`config.mk`:
```
export PLATFORM = sky130hd
export DESIGN_NAME = sobel_mag
export DESIGN_NICKNAME = d
export VERILOG_FILES = /design/src/rtl/sobel_pkg.sv /design/src/rtl/sobel_skid.sv /design/src/rtl/sobel_mag.sv
export SDC_FILE = /design/constraint.sdc
export NUM_CORES = 1
export LEC_CHECK = 0
export BUFFER_PORTS_ARGS = -buffer_cell sky130_fd_sc_hd__buf_2
export CAP_MARGIN = 20
export CORE_MARGIN = 10
export CORE_UTILIZATION = 45
export DETAILED_ROUTE_END_ITERATION = 7
export MAX_ROUTING_LAYER = met4
export PLACE_DENSITY = 0.67
export SYNTH_ARGS = -nofsm -noshare
export SYNTH_HDL_FRONTEND = slang
export SYNTH_SLANG_ARGS = --single-unit
export TNS_END_PERCENT = 50
```
`constraint.sdc`:
```
create_clock -name clk -period 3.3 [get_ports clk]
set_input_delay 0.825 -clock clk [delete_from_list [all_inputs] [get_ports clk]]
set_output_delay 0.825 -clock clk [all_outputs]
set_load 0.02 [all_outputs]
```
`src/rtl/sobel_pkg.sv`:
```
// Shared types and helpers for the sobel magnitude stage.
// Provides default lane widths and the threshold/saturate helper.
package sobel_pkg;

  // Defaults for an 8-bit pipeline.
  // Stages use these or override with their own DATAWIDTH.
  localparam int SOBEL_DW = 8;
  localparam int LANE_W   = SOBEL_DW * 2;
  localparam int SUM_W    = SOBEL_DW * 2 + 1;

  // Handshake used across the sobel pipeline:
  //   beat moves upstream->stage on i_strobe && !o_busy,
  //   beat moves stage->downstream on o_strobe && !i_busy,
  //   o_busy is registered, so upstream can only ever
  //   overrun a stage by one beat (caught in a skid).

  // Zero below threshold, clamp to maxv, else pass through.
  function automatic logic [31:0] sat_thresh(
    input logic [31:0] sum,
    input logic [31:0] thr,
    input logic [31:0] maxv
  );
    if (sum < thr)
      return '0;
    else if (sum > maxv)
      return maxv;
    return sum;
  endfunction

endpackage

```
`src/rtl/sobel_skid.sv`:
```
// One-entry skid buffer with a registered busy for strobe/busy links.
// Ports: in_valid/in_data/busy upstream; out_valid/out_data/out_ready down.
module sobel_skid
  import sobel_pkg::*;
#(
  parameter int W = 8
) (
  input  logic         clk,
  input  logic         ARESET,
  input  logic         in_valid,
  input  logic [W-1:0] in_data,
  output logic         busy,
  output logic         out_valid,
  output logic [W-1:0] out_data,
  input  logic         out_ready
);

  logic         sk_v;
  logic [W-1:0] sk_d;
  logic         acc;

  assign acc = in_valid && !busy;

  // A held skid beat always goes ahead of the live input.
  assign out_valid = sk_v || acc;
  assign out_data  = sk_v ? sk_d : in_data;

  always_ff @(posedge clk) begin
    if (ARESET) begin
      sk_v <= 1'b0;
      sk_d <= '0;
      busy <= 1'b1;
    end else begin
      if (sk_v) begin
        if (out_ready)
          sk_v <= 1'b0;
      end else if (acc && !out_ready) begin
        sk_v <= 1'b1;
        sk_d <= in_data;
      end
      // busy mirrors next-cycle skid occupancy.
      busy <= sk_v ? !out_ready : (acc && !out_ready);
    end
  end

endmodule

```
`src/rtl/sobel_mag.sv`:
```
// Sobel |Gx|+|Gy| stage: per-lane add, threshold, saturate, repack.
// In: packed_sum_x/y, i_strobe, in_tlast, i_busy. Out: packed_pix, o_strobe, out_tlast, o_busy, frame stats.
module sobel_mag
  import sobel_pkg::*;
#(
  parameter int PIXEL     = 3,
  parameter int DATAWIDTH = 8,
  parameter int THRESHOLD = 0,
  parameter int CNT_W     = 16
) (
  input  logic                         clk,
  input  logic                         ARESET,
  input  logic [2*DATAWIDTH*PIXEL-1:0] packed_sum_x,
  input  logic [2*DATAWIDTH*PIXEL-1:0] packed_sum_y,
  input  logic                         i_strobe,
  output logic                         o_busy,
  input  logic                         in_tlast,
  output logic [DATAWIDTH*PIXEL-1:0]   packed_pix,
  output logic                         o_strobe,
  input  logic                         i_busy,
  output logic                         out_tlast,
  output logic [CNT_W-1:0]             frame_beats,
  output logic                         frame_done
);

  localparam int LW   = DATAWIDTH * 2;
  localparam int SW   = DATAWIDTH * 2 + 1;
  localparam int XW   = LW * PIXEL;
  localparam int PW   = 2 * XW + 1;
  localparam logic [31:0] MAXV = 32'((1 << DATAWIDTH) - 1);

  logic                  sk_valid;
  logic [PW-1:0]         sk_data;
  logic                  s1_adv;
  logic                  s2_adv;
  logic                  s1_v;
  logic [SW*PIXEL-1:0]   s1_sum;
  logic                  s1_last;
  logic [SW*PIXEL-1:0]   sum_c;
  logic [DATAWIDTH*PIXEL-1:0] pix_c;
  logic                  out_xfer;
  logic [CNT_W-1:0]      cnt;

  assign s2_adv   = !o_strobe || !i_busy;
  assign s1_adv   = !s1_v || s2_adv;
  assign out_xfer = o_strobe && !i_busy;

  sobel_skid #(.W(PW)) u_skid (
    .clk       (clk),
    .ARESET    (ARESET),
    .in_valid  (i_strobe),
    .in_data   ({in_tlast, packed_sum_x, packed_sum_y}),
    .busy      (o_busy),
    .out_valid (sk_valid),
    .out_data  (sk_data),
    .out_ready (s1_adv)
  );

  for (genvar g = 0; g < PIXEL; g++) begin : g_lane
    assign sum_c[g*SW +: SW] =
      SW'(sk_data[XW + g*LW +: LW]) + SW'(sk_data[g*LW +: LW]);
    assign pix_c[g*DATAWIDTH +: DATAWIDTH] = DATAWIDTH'(
      sat_thresh(32'(s1_sum[g*SW +: SW]), 32'(THRESHOLD), MAXV));
  end

  always_ff @(posedge clk) begin
    if (ARESET) begin
      s1_v       <= 1'b0;
      s1_sum     <= '0;
      s1_last    <= 1'b0;
      o_strobe   <= 1'b0;
      packed_pix <= '0;
      out_tlast  <= 1'b0;
    end else begin
      if (s1_adv) begin
        s1_v <= sk_valid;
        if (sk_valid) begin
          s1_sum  <= sum_c;
          s1_last <= sk_data[PW-1];
        end
      end
      if (s2_adv) begin
        o_strobe  <= s1_v;
        out_tlast <= s1_v && s1_last;
        if (s1_v)
          packed_pix <= pix_c;
      end
    end
  end

  always_ff @(posedge clk) begin
    if (ARESET) begin
      cnt         <= '0;
      frame_beats <= '0;
      frame_done  <= 1'b0;
    end else begin
      frame_done <= 1'b0;
      if (out_xfer) begin
        if (out_tlast) begin
          frame_beats <= cnt + 1'b1;
          cnt         <= '0;
          frame_done  <= 1'b1;
        end else begin
          cnt <= cnt + 1'b1;
        end
      end
    end
  end

endmodule

```
==> reports/qor.txt, run 1 <==
Syn Nets: 1468
crit path cell chain: buf_12 -> mux2_2 -> ha_1 -> nand2_1 -> or3_1 -> o21ai_2 -> a41oi_1 -> or4_1 -> nand3_1
Slowest cell on crit path: dfxtp_4
critical path capture point type: register
synth warn: 0
total power per unit cell area: 472 nW/um^2
first-pass GRT wire length: 46.5 mm
post-route insts no fill: 1759
final net count: 1571
Pwr Total: 0.00604 W
GP Congestion: 0.804
clock skew: 0.0165 ns
min setup slack post-route: 0.192 ns
crit-path max FO: 36
total wire length: 27.8 mm
largest net degree at the start of global routing: 98
register area: 4230 sq um
DRC viols: 0
Worst path top cell family by delay: simple AND/OR/NAND/NOR gates
Synth Cell Area: 11000 sq um
Synth cell types: 66
Post-DP HPWL: 18.9 mm
CP Launch Type: register
Num CTS Buffers: 24
post-CTS setup buffer count: 0
syn_area_per_cell: 8.39 sq um
commonest non-fill, non-tap cell in the layout: nand2_1
Clock Tree Buf Depth: 3
hold path depth: 2
Hold/Removal Path Class: register to register
core area: 24200 sq um
largest cells by area after synthesis: dfxtp_1 38%, mux2_2 9.9%, nand2_1 9.3%, a21oi_1 8.2%, ha_1 5.6%
vias per inst: 5.48
Total Neg Setup Slack: 0 ns
Final Hold Fails: 0
1st-pass router iterations: 5
Routed Antenna Nets: 0
number of fillers in the final layout: 2324
Layout area overhead: 16.2%
buffers added on ports: 144
Reg2Reg Depth: 9
initial core utilization: 45.5%
grt total ovfl: 0
DRT iter0 DRCs: 666
DIE WIDTH: 177 um
Reg2Reg Capture Point: s1_sum[30]
dominant cell type by area after synthesis: dfxtp_1
placed insts: 1716
fin crit share: 94.2%
initial antenna violation count: 0
vias in the first global route: 9548
CP required: 3.74 ns
dpl ws: 0.0244 ns
HP Start: u_skid.sk_d[47]
register bit total from synthesis: 211
All-Layer GR Usage: 17.8%
leakage power: 4.89 nW
H-tree depth: 1
clk slew on worst S/H paths: 0.06 ns
drt wl/cell: 15.8 um
Worst path max stage delay: 0.56 ns
status: complete, no violations
Yosys top cell area share: 38.3%
total number of vias: 9647
clock sinks: 211
Peak VDD IR: 0.000363 V
Slew Limit Fails: 0
sequential element share of the synthesized area: 38.3%
count of flip-flops with a built-in enable after synthesis: 0
Core Rows: 57
Worst Path Buf+Inv: 1
Worst slew margin: 36.6%
post-synthesis instance total: 1315
Clock Tree Root: clkbuf_16
# IOs: 145
fraction of layout cells with a size suffix above 1: 23.9%
top_reg_cell synth: dfxtp_1
Tmin final: 3.11 ns
f_max: 322 MHz
Critical R2R Launch: u_skid.sk_v
CP Data Arrival Time: 3.54 ns
Clock Latency Late Sink: 0.51 ns
most frequent cells in the layout: 272 x nand2_1, 210 x dfxtp_1, 180 x a21oi_1, 143 x buf_2, 97 x mux2_2
Crit Path Class: register to register
Die H: 177 um
Async SR Flop Fraction: 0%
slew at the pin closest to its max-slew limit: 0.950 ns
# setup viols final: 0
max cap viols: 0
# diodes: 0
TritonCTS clock tree: built
total die area: 31200 sq um
area of the multi-input gates: 6420 sq um
R2R Setup Slk: 0.19 ns
Hold EP: u_skid.sk_d[47]
-- repair_timing --
action / 4_1_cts / 5_1_grt
gates resized for setup: 0 / 1
endpoints found under the setup margin: 0 / 1
hold buffers: 0 / 0
hold endpoints to repair: 0 / 0
-- layer usage --
metal  share of wire [%]  vias up  global-route usage (%)
met1                  46     4518                    21.8
met3                 5.0       19                    3.05
met5                   0        -                       -
li1                    -     4924                       -
met2                  48      186                    30.3
met4                0.75        0                    3.19
-- tightest hold or removal path, cell delays in order, from the launching register on --
cell and delay (ns):
dfxtp_1 0.30, nand2_1 0.05, a21oi_1 0.05
-- synthesized netlist by cell type, types with 3 or more instances --
master    number
nand2b_1       7
buf_2         23
nor3b_1        3
nor4_1         7
xnor2_1       18
o21a_1         4
mux2i_1        9
o21ai_0       28
mux2_2        97
or3_1          6
dfxtp_1      211
nand3_1       44
fa_1           3
nand4b_1       3
a311oi_1       6
nor2b_1        6
xor2_1        10
a211oi_1      19
and4_1         3
inv_1         12
a22oi_1        3
o311ai_0       4
ha_1          49
nand2_1      272
a31oi_1        9
a21oi_1      180
and3_1         7
o211ai_1       5
nor3_1        24
o221a_2       24
o21bai_1       4
buf_1          7
a21o_1        15
nand4_1       20
or4_1          7
clkbuf_1      56
and2_1         5
nor2_1        57
a211o_1        4
nor4b_1        7
o31ai_1        3
-- stage by stage --
| step | instance area [sq um] | utilization, % | hold slack [ns] |
|---|---|---|---|
| detailed placement | 12000 | 49.7 | 0.444 |
| global route | 12800 | 52.9 | 0.468 |
| CTS | 12800 | 52.8 | 0.452 |
| global placement | 12000 | 49.7 | 0.438 |
| floorplan | 11000 | - | 0.432 |
| finish | 12800 | 52.9 | 0.450 |
-- report_power, final --
part           switching (W)  total (W)  internal [W]
clock                0.00105    0.00256       0.00152
combinational       0.000467   0.000814      0.000348
sequential         0.0000460    0.00267       0.00262
-- cells by family after synthesis --
| family | after synthesis | synth area share, % |
|---|---|---|
| compound gates | 327 | 18.8 |
| xor+xnor | 28 | 2.22 |
| fa+ha+maj | 52 | 6.10 |
| buf+inv | 102 | 3.78 |
| flops | 211 | 38.3 |
| mux | 106 | 10.7 |
| simple gates | 489 | 20.1 |
-- state kept, by name, summed over array words and instances, names as in the netlist --
signal / count
out_tlast: 1
o_strobe: 1
packed_pix: 24
frame_beats: 16
u_skid.sk_d: 97
frame_done: 1
s1_last: 1
u_skid.sk_v: 1
cnt: 16
u_skid.busy: 1
s1_v: 1
s1_sum: 51
-- worst max-delay path by stage --
stage	startpoint	cells after the start	endpoint
final	u_skid.sk_v	9	s1_sum[30]
after global routing	u_skid.sk_v	10	s1_sum[49]
after CTS	u_skid.sk_v	9	s1_sum[30]
after detailed placement	packed_sum_y[16]	10	s1_sum[33]
after global placement	packed_sum_y[16]	10	s1_sum[33]
after floorplan	u_skid.sk_v	12	s1_sum[12]
-- layout make-up --
type / count / share of cell area [%]
Clock inverter: 8 / 0.312
Clock buffer: 35 / 5.65
Multi-Input combinational cell: 1002 / 50.1
Timing Repair Buffer: 165 / 7.39
Inverter: 14 / 0.410
Sequential cell: 211 / 33.0
Tap cell: 324 / 3.16
(Power assumes the default switching activity.)
==> run 2, diff against run 1 <==
--- a/config.mk
+++ b/config.mk
@@ -11,7 +11,6 @@
 export CORE_UTILIZATION = 45
 export DETAILED_ROUTE_END_ITERATION = 7
 export MAX_ROUTING_LAYER = met4
-export PLACE_DENSITY = 0.67
 export SYNTH_ARGS = -nofsm -noshare
 export SYNTH_HDL_FRONTEND = slang
 export SYNTH_SLANG_ARGS = --single-unit
==> constraint.sdc (replaced) <==
create_clock -name clk -period 4.02 [get_ports clk]
set_input_delay 1.005 -clock clk [delete_from_list [all_inputs] [get_ports clk]]
set_output_delay 1.005 -clock clk [all_outputs]
set_load 0.02 [all_outputs]
==> run 2 against run 1 <==
Effect of this change: setup slack improved by 0.52 ns; via count fell by 0.25%; sequential share of layout area about the same; register-to-register slack gained 0.52 ns; die area did not move; global-route usage grew 0.37 points; non-clock buffer count decreased by 2; first-iteration DRC count fell by 8.3%; count of clock-buffer cells in the layout grew 1; critical endpoint is now s1_sum[33]; highest routed layer unchanged.
==> reports/qor.txt, run 2 (synthesis gave the netlist of run 1 again) <==
status: complete, no violations
f_max: 302 MHz (-6.1%)
Clock Tree Buf Depth: 3 (unchanged)
total number of vias: 9623 (-0.25%)
Routed Antenna Nets: 0 (unchanged)
Sequential Power Share: 43.0% (-1.1 points)
initial core utilization: 45.5% (unchanged)
Slew Limit Fails: 0 (unchanged)
# IOs: 145 (unchanged)
Num CTS Buffers: 24 (unchanged)
crit-path max FO: 32 (-11%)
max reg flops: 97 (unchanged)
All-Layer GR Usage: 18.2% (+0.37 points)
CP Launch Type: register
leakage power: 4.88 nW (-0.18%)
Post-DP HPWL: 19.1 mm (+0.95%)
Hold/Removal Path Class: register to register
Switching Fraction: 25.3% (-0.45 points)
fin crit share: 82.3% (-12 points)
# setup viols final: 0 (unchanged)
1st-pass router iterations: 6 (+1)
Net Sw Power: 0.00129 W (-17%)
H-tree depth: 1 (unchanged)
Clock Tree Root: clkbuf_16
largest net degree at the start of global routing: 75 (-23%)
unrepaired setup endpoints after global routing: false
final net count: 1569 (-0.13%)
core area: 24200 sq um (unchanged)
crit path cell chain: buf_4 -> mux2_2 -> ha_1 -> a21oi_1 -> o21ai_0 -> a21oi_1 -> o21ai_0 -> nor3b_1 -> o22ai_1
CTS Hold Buffers Added: 0 (unchanged)
total power per unit cell area: 398 nW/um^2 (-16%)
drt wl/cell: 16.0 um (+0.92%)
clock skew: 0.0141 ns (-0.00244 ns)
Crit Path Class: register to register
Total Neg Setup Slack: 0 ns (unchanged)
Worst Path Buf+Inv: 1 (unchanged)
first-pass GRT wire length: 47.3 mm (+1.7%)
Peak VDD IR: 0.000305 V (-16%)
Worst path top cell family by delay: compound AO/OA/AOI/OAI gates
buffers added on ports: 144 (unchanged)
Die H: 177 um (unchanged)
clk slew on worst S/H paths: 0.06 ns (about the same)
commonest non-fill, non-tap cell in the layout: nand2_1
Core Rows: 57 (unchanged)
max cap viols: 0 (unchanged)
slew at the pin closest to its max-slew limit: 0.896 ns (-0.0534 ns)
TritonCTS clock tree: built
most frequent cells in the layout: 272 x nand2_1, 210 x dfxtp_1, 180 x a21oi_1, 143 x buf_2, 97 x mux2_2
largest register by flop count: u_skid.sk_d
Tmin final: 3.31 ns (+0.201 ns)
clock sinks: 211 (unchanged)
DIE WIDTH: 177 um (unchanged)
grt total ovfl: 0 (unchanged)
Slowest cell on crit path: dfxtp_4
Post-CTS Resized: 0 (unchanged)
critical path capture point type: register
number of fillers in the final layout: 2349 (+1.1%)
Regs by FF count: u_skid.sk_d x97, s1_sum x51, packed_pix x24
Worst path max stage delay: 0.70 ns (+0.14 ns)
initial antenna violation count: 1 (+1)
Worst slew margin: 40.0% (+3.4 points)
DRC viols: 0 (unchanged)
total wire length: 28.1 mm (+0.86%)
total die area: 31200 sq um (unchanged)
fraction of layout cells with a size suffix above 1: 23.7% (-0.18 points)
vias per inst: 5.47 (-0.19%)
Logic pwr share: 13.1% (-0.4 points)
CP Data Arrival Time: 3.68 ns (+0.14 ns)
DRT iter0 DRCs: 611 (-8.3%)
Layout area overhead: 16.1% (about the same)
CP required: 4.39 ns (+0.65 ns)
Final Hold Fails: 0 (unchanged)
Int Pwr: 0.00381 W (-15%)
post-CTS setup buffer count: 0 (unchanged)
clock share of power: 44.0% (+1.6 points)
GP Congestion: 0.824 (+2.5%)
vias in the first global route: 9465 (-0.87%)
Clock Latency Late Sink: 0.51 ns (about the same)
Final Util: 52.8% (about the same)
run 2: area by class of cell:
cell class	count	area, sq um	share of cell area, %
multi-input combinational	1002	6410	50.1
sequential	211	4230	33.0
timing repair buffer	163	895	6.98
clock buffer	36	727	5.67
tap	324	405	3.16
clock inverter	7	87.6	0.684
inverter	14	52.6	0.410
antenna	1	2.50	0.0195
run 2: power groups by stage:
stage / registers (W) / clock network [W] / logic (W)
after floorplan: 0.00224 / 0 / 0.000455
after global placement: 0.00224 / 0 / 0.000660
after detailed placement: 0.00224 / 0 / 0.000664
after CTS: 0.00219 / 0.00230 / 0.000668
after global routing: 0.00220 / 0.00238 / 0.000748
final: 0.00219 / 0.00224 / 0.000665
run 2: path summary, 6_finish.rpt:
| check | start | to | slack (ns) | cells after the start |
|---|---|---|---|---|
| setup / recovery | u_skid.sk_v | s1_sum[33] | 0.71 | 9 |
| hold / removal | s1_sum[23] | s1_sum[23] | 0.45 | 2 |
| hold reg to reg | s1_sum[23] | s1_sum[23] | 0.45 | 2 |
| setup reg to reg | u_skid.sk_v | s1_sum[33] | 0.71 | 9 |
run 2: metal layers:
layer | routed length [um] | global-route usage, % | share of wire (%) | vias to the layer above
met5 | 0 | - | 0 | -
met4 | 490 | 3.57 | 1.7 | 0
met3 | 1240 | 3.18 | 4.4 | 32
met2 | 12800 | 29.4 | 46 | 168
met1 | 13600 | 23.4 | 48 | 4502
li1 | - | - | - | 4921
run 2: worst register-to-register path, stage by stage (launching register included):
cell and delay, ns:
dfxtp_4 0.70, buf_4 0.42, mux2_2 0.38, ha_1 0.33, a21oi_1 0.22, o21ai_0 0.15, a21oi_1 0.31, o21ai_0 0.27
nor3b_1 0.27, o22ai_1 0.11
run 2: stage by stage:
stage / std cells / total power, W / hold WS, ns / cell area [sq um] / setup slack (ns)
final: 1758 / 0.00510 / 0.450 / 12800 / 0.711
after global routing: 1758 / 0.00533 / 0.468 / 12800 / 0.352
after CTS: 1757 / 0.00516 / 0.453 / 12800 / 0.708
after detailed placement: 1714 / 0.00290 / 0.443 / 12000 / 0.599
after global placement: 1714 / 0.00289 / 0.438 / 12000 / 0.616
after floorplan: 1315 / 0.00270 / 0.432 / 11000 / 0.938
==> run 3, diff against run 2 <==
--- a/config.mk
+++ b/config.mk
@@ -5,12 +5,14 @@
 export SDC_FILE = /design/constraint.sdc
 export NUM_CORES = 1
 export LEC_CHECK = 0
+export ABC_AREA = 1
 export BUFFER_PORTS_ARGS = -buffer_cell sky130_fd_sc_hd__buf_2
 export CAP_MARGIN = 20
 export CORE_MARGIN = 10
 export CORE_UTILIZATION = 45
 export DETAILED_ROUTE_END_ITERATION = 7
 export MAX_ROUTING_LAYER = met4
+export PLACE_DENSITY = 0.67
 export SYNTH_ARGS = -nofsm -noshare
 export SYNTH_HDL_FRONTEND = slang
 export SYNTH_SLANG_ARGS = --single-unit
==> constraint.sdc (replaced) <==
create_clock -name clk -period 2.7 [get_ports clk]
set_input_delay 0.675 -clock clk [delete_from_list [all_inputs] [get_ports clk]]
set_output_delay 0.675 -clock clk [all_outputs]
set_load 0.02 [all_outputs]
==> run 3 against run 2 <==
Effect of this change: maximum frequency increased by 41%; global-route usage up 0.66 points; core utilization about the same; cell area increased by 8.2%; critical path depth rose by 6; combinational power is 73% higher; sequential power up 48%; final cell count grew 35%; via count increased by 21%; wire length up 12%; power increased by 61%; largest cell class unchanged.
==> reports/qor.txt, run 3 <==
status: complete, no violations
clock sinks: 211 (unchanged)
clk slew on worst S/H paths: 0.06 ns (about the same)
count leader, synth: nand2_1
H-tree depth: 1 (unchanged)
Synth cell types: 40 (-39%)
f_max: 425 MHz (+41%)
top_reg_cell synth: dfxtp_1
HP Start: packed_sum_y[44]
Die H: 183 um (+3.9%)
first-pass GRT wire length: 52.5 mm (+11%)
Final Hold Fails: 0 (unchanged)
Clock Tree Buf Depth: 3 (unchanged)
Final Util: 52.9% (about the same)
Hold EP: u_skid.sk_d[44]
register bit total from synthesis: 211 (unchanged)
grt total ovfl: 0 (unchanged)
sequential element share of the synthesized area: 35.1% (-3.2 points)
Hold/Removal Path Class: primary input to register
post-synthesis instance total: 1912 (+45%)
Num CTS Buffers: 25 (+4.2%)
crit-path most repeated cell: nand2_1
max cap viols: 0 (unchanged)
vias per inst: 4.91 (-10%)
Worst path max stage delay: 0.36 ns (-0.34 ns)
fraction of layout cells with a size suffix above 1: 11.7% (-12 points)
# IOs: 145 (unchanged)
max reg flops: 97 (unchanged)
R2R Setup Slk: 0.35 ns (-0.37 ns)
CP required: 3.12 ns (-1.27 ns)
Tmin final: 2.35 ns (-0.954 ns)
# diodes: 0 (-1)
Layout area overhead: 15.3%
vias in the first global route: 11.0k (+16%)
DIE WIDTH: 183 um (+3.9%)
Reg2Reg Depth: 15 (+6)
slew at the pin closest to its max-slew limit: 0.992 ns (+0.0958 ns)
Worst path top cell family by delay: simple AND/OR/NAND/NOR gates
total power per unit cell area: 592 nW/um^2 (+49%)
unrepaired setup endpoints after global routing: false
drt wl/cell: 13.3 um (-17%)
Peak VDD IR: 0.000548 V (+79%)
Total Neg Setup Slack: 0 ns (unchanged)
commonest non-fill, non-tap cell in the layout: nand2_1
most instantiated cells after synthesis: 603 x nand2_1, 315 x nor2_1, 216 x inv_1
post-CTS setup buffer count: 0 (unchanged)
min setup slack post-route: 0.345 ns (-0.366 ns)
largest cells by area after synthesis: dfxtp_1 35%, nand2_1 19%, nor2_1 9.8%, inv_1 6.7%, o21ai_0 5.7%
Slowest cell on crit path: dfxtp_4
All-Layer GR Usage: 18.8% (+0.66 points)
crit path cell chain: inv_4 -> buf_4 -> nand2_1 -> nand2_1 -> ha_1 -> nand2_1 -> inv_1 -> nand2_1 -> nand3_1 -> nand2_1 -> nand2_1 -> nand2_1 -> nand3_1 -> nand2_1 -> inv_1
final net count: 2172 (+38%)
Clock Latency Late Sink: 0.52 ns (about the same)
GP Congestion: 0.872 (+5.8%)
dominant cell type by area after synthesis: dfxtp_1
syn_area_per_cell: 6.29 sq um (-25%)
Yosys top cell area share: 35.1% (-3.2 points)
Synth Cell Area: 12000 sq um (+9.0%)
crit-path max FO: 28 (-13%)
most frequent cells in the layout: 603 x nand2_1, 315 x nor2_1, 215 x inv_1, 210 x dfxtp_1, 144 x buf_2
CTS Hold Buffers Added: 0 (unchanged)
Crit Path Class: register to register
count of flip-flops with a built-in enable after synthesis: 0 (unchanged)
largest register by flop count: u_skid.sk_d
TritonCTS clock tree: built
Core Rows: 59 (+3.5%)
Critical R2R Launch: u_skid.sk_v
placed insts: 2327 (+36%)
synth warn: 0 (unchanged)
# setup viols final: 0 (unchanged)
Slew Limit Fails: 0 (unchanged)
dpl ws: 0.272 ns (-0.327 ns)
Fin Hold WS: 0.404 ns (-0.0456 ns)
Worst slew margin: 33.9% (-6.2 points)
total die area: 33600 sq um (+7.9%)
largest net degree at the start of global routing: 98 (+31%)
core area: 26200 sq um (+8.1%)
Regs by FF count: u_skid.sk_d x97, s1_sum x51, packed_pix x24
total number of vias: 11.6k (+21%)
fin crit share: 87.2% (+4.9 points)
Syn Nets: 2065 (+41%)
total wire length: 31.4 mm (+12%)
Async SR Flop Fraction: 0% (unchanged)
Post-CTS Resized: 0 (unchanged)
critical path capture point type: register
Routed Antenna Nets: 0 (unchanged)
CP Launch Type: register
1st-pass router iterations: 5 (-1)
DRC viols: 0 (unchanged)
leakage power: 7.11 nW (+46%)
Reg2Reg Capture Point: s1_sum[30]
initial antenna violation count: 0 (-1)
buffers added on ports: 144 (unchanged)
Post-DP HPWL: 22.2 mm (+17%)
CP Data Arrival Time: 2.77 ns (-0.91 ns)
post-route insts no fill: 2372 (+35%)
Clock Tree Root: clkbuf_16
initial core utilization: 45.9% (+0.38 points)
clock skew: 0.0119 ns (-0.00215 ns)
Worst Path Buf+Inv: 4 (+3)
DRT iter0 DRCs: 720 (+18%)
hold path depth: 3 (+1)
[run 3: cell count changes after synthesis, moves of 12 or more]
| cell | before | now |
|---|---|---|
| nand3_1 | 44 | 77 |
| clkbuf_1 | 56 | 40 |
| buf_6 | 0 | 12 |
| nor2_1 | 57 | 315 |
| o21ai_0 | 28 | 138 |
| inv_1 | 12 | 216 |
| o21ai_1 | 0 | 15 |
| mux2_2 | 97 | 0 |
| a21o_1 | 15 | 0 |
| a21oi_1 | 180 | 83 |
| xnor2_1 | 18 | 5 |
| o221a_2 | 24 | 0 |
| a211oi_1 | 19 | 0 |
| nand2_1 | 272 | 603 |
[run 3: layout make-up]
cell class,count,area [sq um]
clock buffers,30,674
clock inverters,15,255
fillers,2701,12300
inverters,227,860
multi-input cells,1391,6490
flip-flops and latches,211,4230
well taps,335,419
repair buffers,163,926
[run 3: where the power goes]
group,leakage (nW),switching (W),internal (W)
Combinational,4.94,0.000730,0.000422
Clock,0.455,0.00137,0.00244
Sequential,1.71,0.0000429,0.00320
[run 3: how the worst max path moves through the flow]
| stage | from | to | slack [ns] | depth (start not counted) |
|---|---|---|---|---|
| after CTS | u_skid.sk_v | s1_sum[30] | 0.33 | 15 |
| after global placement | packed_sum_y[16] | s1_sum[25] | 0.30 | 12 |
| after floorplan | u_skid.sk_v | s1_sum[8] | 0.40 | 17 |
| after detailed placement | packed_sum_y[32] | s1_sum[42] | 0.27 | 12 |
| after global routing | u_skid.sk_v | s1_sum[15] | 0.09 | 15 |
| final | u_skid.sk_v | s1_sum[30] | 0.35 | 15 |
[run 3: tightest hold or removal path, stage by stage]
cell     delay, ns
buf_2         0.09
o21ai_1       0.06
nor2_1        0.07
[run 3: stage by stage]
| step | total power (W) | instance area [sq um] |
|---|---|---|
| global route | 0.00860 | 13900 |
| floorplan | 0.00414 | 12000 |
| global placement | 0.00445 | 12900 |
| CTS | 0.00829 | 13900 |
| detailed placement | 0.00446 | 12900 |
| finish | 0.00820 | 13900 |
[run 3: logic make-up after synthesis]
family | count (synthesis) | synth area share, %
XOR/XNOR | 21 | 1.53
AND/OR/NAND/NOR | 1047 | 34.9
flip-flops | 211 | 35.1
AO/OA/AOI/OAI | 271 | 12.0
adder cells (fa/ha/maj) | 52 | 5.60
buffers and inverters | 310 | 10.8
[run 3: layer usage]
metal,up-vias,wire [um],global-route usage (%)
met5,-,0,-
met4,0,680,4.33
met3,45,1240,2.63
met2,189,14400,30.8
met1,5215,15100,24.1
li1,6189,-,-
